`src/rtl/product_accumulator_pkg.sv`:
```
// Shared types and default widths for the product accumulator stage.
package product_accumulator_pkg;

    localparam int MULT_SIZE     = 16;
    localparam int ACC_W_DEFAULT = 40;
    localparam int COUNT_W       = 8;

    typedef enum logic [1:0] {
        IDLE  = 2'd0,
        ACCUM = 2'd1,
        HOLD  = 2'd2
    } state_e;

endpackage

```
`src/rtl/product_accumulator_sat_adder.sv`:
```
// Combinational unsigned add that clamps to all ones on carry-out.
module sat_adder #(
    parameter int IN_W  = 32,
    parameter int ACC_W = 40
) (
    input  logic [ACC_W-1:0] acc_i,
    input  logic [IN_W-1:0]  add_i,
    output logic [ACC_W-1:0] sum_o,
    output logic             sat_o
);

    logic [ACC_W:0] full;

    assign full  = {1'b0, acc_i} + {{(ACC_W + 1 - IN_W){1'b0}}, add_i};
    assign sat_o = full[ACC_W];
    assign sum_o = sat_o ? '1 : full[ACC_W-1:0];

endmodule

```
`src/rtl/product_accumulator.sv`:
```
// Sums COUNT consecutive multiplier products with saturation and
// holds the result until the next stage takes it.
module product_accumulator
    import product_accumulator_pkg::*;
#(
    parameter int SIZE  = MULT_SIZE,
    parameter int ACC_W = ACC_W_DEFAULT,
    parameter int COUNT = 8
) (
    input  logic               clk,
    input  logic               reset,
    input  logic               in_valid,
    output logic               in_ready,
    input  logic [2*SIZE-1:0]  M,
    input  logic               clear,
    output logic               out_valid,
    input  logic               out_ready,
    output logic [ACC_W-1:0]   acc_out,
    output logic               overflow,
    output logic [COUNT_W-1:0] count
);

    state_e             state_q, state_d;
    logic [ACC_W-1:0]   acc_q, acc_d;
    logic [COUNT_W-1:0] cnt_q, cnt_d;
    logic               ovf_q, ovf_d;
    logic [ACC_W-1:0]   sum;
    logic               sat;

    sat_adder #(
        .IN_W  (2 * SIZE),
        .ACC_W (ACC_W)
    ) u_add (
        .acc_i (acc_q),
        .add_i (M),
        .sum_o (sum),
        .sat_o (sat)
    );

    always_ff @(posedge clk or posedge reset) begin
        if (reset) begin
            state_q <= IDLE;
            acc_q   <= '0;
            cnt_q   <= '0;
            ovf_q   <= 1'b0;
        end else begin
            state_q <= state_d;
            acc_q   <= acc_d;
            cnt_q   <= cnt_d;
            ovf_q   <= ovf_d;
        end
    end

    always_comb begin
        state_d = state_q;
        acc_d   = acc_q;
        cnt_d   = cnt_q;
        ovf_d   = ovf_q;
        if (clear) begin
            state_d = IDLE;
            acc_d   = '0;
            cnt_d   = '0;
            ovf_d   = 1'b0;
        end else begin
            unique case (state_q)
                IDLE, ACCUM: begin
                    if (in_valid) begin
                        acc_d   = sum;
                        ovf_d   = ovf_q | sat;
                        cnt_d   = cnt_q + COUNT_W'(1);
                        state_d = (cnt_q == COUNT_W'(COUNT - 1)) ? HOLD : ACCUM;
                    end
                end
                HOLD: begin
                    if (out_ready) begin
                        state_d = IDLE;
                        acc_d   = '0;
                        cnt_d   = '0;
                        ovf_d   = 1'b0;
                    end
                end
                default: begin
                    state_d = IDLE;
                end
            endcase
        end
    end

    assign in_ready  = (state_q != HOLD);
    assign out_valid = (state_q == HOLD);
    assign acc_out   = acc_q;
    assign overflow  = ovf_q;
    assign count     = cnt_q;

endmodule
```
`config.mk`:
```
export PLATFORM = sky130hd
export DESIGN_NAME = product_accumulator
export DESIGN_NICKNAME = d
export VERILOG_FILES = /design/src/rtl/product_accumulator_pkg.sv /design/src/rtl/product_accumulator_sat_adder.sv /design/src/rtl/product_accumulator.sv
export SDC_FILE = /design/constraint.sdc
export NUM_CORES = 1
export LEC_CHECK = 0
export ABC_AREA = 1
export CAP_MARGIN = 20
export CORE_ASPECT_RATIO = 2
export CORE_MARGIN = 2
export CORE_UTILIZATION = 50
export DETAILED_ROUTE_END_ITERATION = 8
export PLACE_DENSITY = 0.76
export SLEW_MARGIN = 0
export SYNTH_ARGS = -nofsm -noshare
export SYNTH_HDL_FRONTEND = slang
export SYNTH_SLANG_ARGS = --single-unit
```
`constraint.sdc`:
```
create_clock -name clk -period 4.46 [get_ports clk]
set_input_delay 1.115 -clock clk [delete_from_list [all_inputs] [get_ports clk]]
set_output_delay 1.115 -clock clk [all_outputs]
set_load 0.01 [all_outputs]
```
==> reports/metrics.csv <==
stage,metric,value,unit
critical_path,end_kind,flop,
cts,tritoncts,yes,
cts,root_buffer,clkbuf_16,
sta,max_freq,0.303,GHz
cts,clkTransAtPathRegs,0.08,ns
placed_design,io_buffers,87,
sta,setup_viol,0,
cts,numCtsBuffers,5,
logic_synthesis,ys_top_cells_by_count,"379 x nand2_1, 119 x inv_1, 75 x nor2_1, 63 x nand3_1, 51 x dfrtp_1",
sta,holdWs,0.510,ns
cts,htree_levels,2,
cells_and_area,syn_to_final_growth,22.3,%
cts,ctsHoldBuffers,0,
power_and_ir_drop,irDropWorstVdd,0.000263,V
status,status,completed,
floorplanning,die_width,75.6,um
cells_and_area,drive_gt1_share,4.84,%
logic_synthesis,synth_flop_cell,dfrtp_1,
logic_synthesis,yosysTopAreaCellShare,27.7,%
global_route,grt_use_met2,55.0,%
floorplanning,start_util,50.9,%
sta,setup_tns,0,ns
logic_synthesis,netlist_area,5130,um^2
power_and_ir_drop,leakage,3.37,nW
placed_design,place_congestion,0.992,
placed_design,placed_area,6100,um^2
floorplanning,core,10100,um^2
critical_path,crit_fanout,37,
route,viasPerCell,5.06,
cells_and_area,design_area,6270,um^2
critical_path,start_kind,input port,
cells_and_area,diodes,0,
route,post-route-drc-count,0,
global_route,grt_pass1_wl,25800,um
hold_path,hold_path_end,acc_out[21],
logic_synthesis,synth_cell_types,42,
global_route,antenna_found_initial,0,
route,vias,5494,
flow_run,max_cap_violations,0,
cells_and_area,regArea,1280,um^2
global_route,grt_remaining_overflow,0,
cts,clk_path_buf_depth,2,
floorplanning,rows,52,
logic_synthesis,synth_area_leaders,"nand2_1 28%, dfrtp_1 25%, inv_1 8.7%",
floorplanning,die-area,11100,um^2
sta,rsz0062_at_grt,no,
route,wl_per_cell,14.5,um
cells_and_area,multi_input_area,3270,um^2
cells_and_area,final_cells,1086,
sta,tightestPinTransition,0.930,ns
cts,numClockSinks,51,
global_route,grtUsageMet3,3.84,%
sta,finalCritPeriodShare,74.1,%
hold_path,min_path_cells,2,
logic_synthesis,yosys.area.top_type,nand2_1,
logic_synthesis,synthesis.nets,937,
sta,finalCriticalPeriod,3.30,ns
sta,drv_slew,0,
global_route,grt_pass1_vias,5604,
route,wirelength,15700,um
critical_path,r2r_end,acc_out[30],
critical_path,crit_type,in -> reg,
logic_synthesis,synthCells,866,
global_route,use_met1,30.7,%
placed_design,place_ws,0.824,ns
cts,post_cts_buffers,0,
critical_path,cp.arrival,3.50,ns
logic_synthesis,synth_seq_cells,51,
logic_synthesis,yosysMostFrequentCell,nand2_1,
sta,hold_violations,0,
hold_path,worstHoldPathType,reg -> reg,
critical_path,r2r_setup_slack,1.98,ns
route,drt-initial-drc-count,248,
route,ant_nets,0,
logic_synthesis,synth_async_sr_flop_share,100,%
cells_and_area,nets,1021,
critical_path,cp.required,4.66,ns
critical_path,reg2regPathDepth,14,
placed_design,dp.cells,1078,
hold_path,worstHoldStart,acc_out[21],
sta,slew-limit-headroom,37.9,%
cts,cts_resized,0,
sta,skew,0.00867,ns
floorplanning,ios,88,
placed_design,dp_hpwl,12800,um
power_and_ir_drop,p_per_area,487,nW/um^2
cells_and_area,nFillCells,1044,
logic_synthesis,yosysSeqAreaShare,24.9,%
logic_synthesis,syn_avg_cell_area,5.92,um^2
cts,clk_latency,0.31,ns
critical_path,r2r_start,acc_out[0],
logic_synthesis,synth_enable_flop_cells,0,
logic_synthesis,yosys_warnings,0,
floorplanning,die_y,147,um
sta,setup_ws,1.16,ns
global_route,grt-busiest-layer,met2,
global_route,grt_max_degree,43,
route,drtPass1Iterations,4,
global_route,track_usage,30.2,%
critical path, stage by stage:
cell	delay (ns)
clkdlybuf4s50_1	0.40
ha_1	0.24
fa_1	0.43
nand2_1	0.12
nand3_1	0.08
nand3_1	0.09
nand2_2	0.09
nand2_2	0.06
nand2_2	0.08
nand3_2	0.09
nand2_4	0.08
nand2_4	0.33
nand3_1	0.12
nand2_1	0.09
nand2_1	0.07
placed cells by master, fill, tap and decap left out, drive strengths merged, types with 13 or more instances in the layout:
master,n
nor3,13
xnor2,20
inv,132
dfrtp,51
nor2,80
nand2,388
clkdlybuf4s50,87
o21ai,15
ha,33
a21oi,30
nand3,64
how the worst max path moves through the flow:
stage                     startpoint          end  slack [ns]
after detailed placement        M[0]  acc_out[30]        0.82
after floorplan                 M[0]  acc_out[27]        1.61
after global routing            M[0]  acc_out[30]        0.86
after CTS                       M[0]  acc_out[30]        1.15
final                           M[0]  acc_out[30]        1.16
after global placement          M[0]  acc_out[30]        0.89
kinds of logic (layout without fill, tap and decap cells):
kind of cell | Yosys count | count (layout) | share of synthesized area (%)
AND/OR/NAND/NOR | 560 | 560 | 45.8
buffers and inverters | 147 | 232 | 11.5
AO/OA/AOI/OAI | 51 | 51 | 5.49
adder cells (fa/ha/maj) | 34 | 34 | 8.44
XOR/XNOR | 23 | 23 | 3.93
flip-flops | 51 | 51 | 24.9
cell type report:
type / count / share of cell area (%)
Inverter: 135 / 8.08
Timing Repair Buffer: 89 / 14.1
Tap cell: 135 / 2.69
Clock buffer: 5 / 1.99
Clock inverter: 3 / 0.698
Multi-Input combinational cell: 668 / 52.1
Sequential cell: 51 / 20.3
routing by layer:
layer	share of wire [%]	up-vias
met5	0	-
met4	6.3	0
met3	4.1	58
met2	54	134
met1	36	2474
li1	-	2828
registers in the layout (all words and copies together), names as in the netlist:
| register | cells |
|---|---|
| acc_out | 40 |
| state_q | 2 |
| count | 8 |
| overflow | 1 |
where the power goes:
group	switching, mW	total (mW)	internal (mW)
sequential	0.103	0.677	0.575
clock	0.199	0.465	0.266
combinational	1.14	1.91	0.767
stage by stage:
stage | util (%) | power [mW]
floorplan | - | 1.97
finish | 62.2 | 3.05
global placement | 60.5 | 2.58
detailed placement | 60.5 | 2.59
global route | 62.2 | 3.34
CTS | 62.2 | 3.07
No activity file was read; power rests on OpenSTA's default activity.
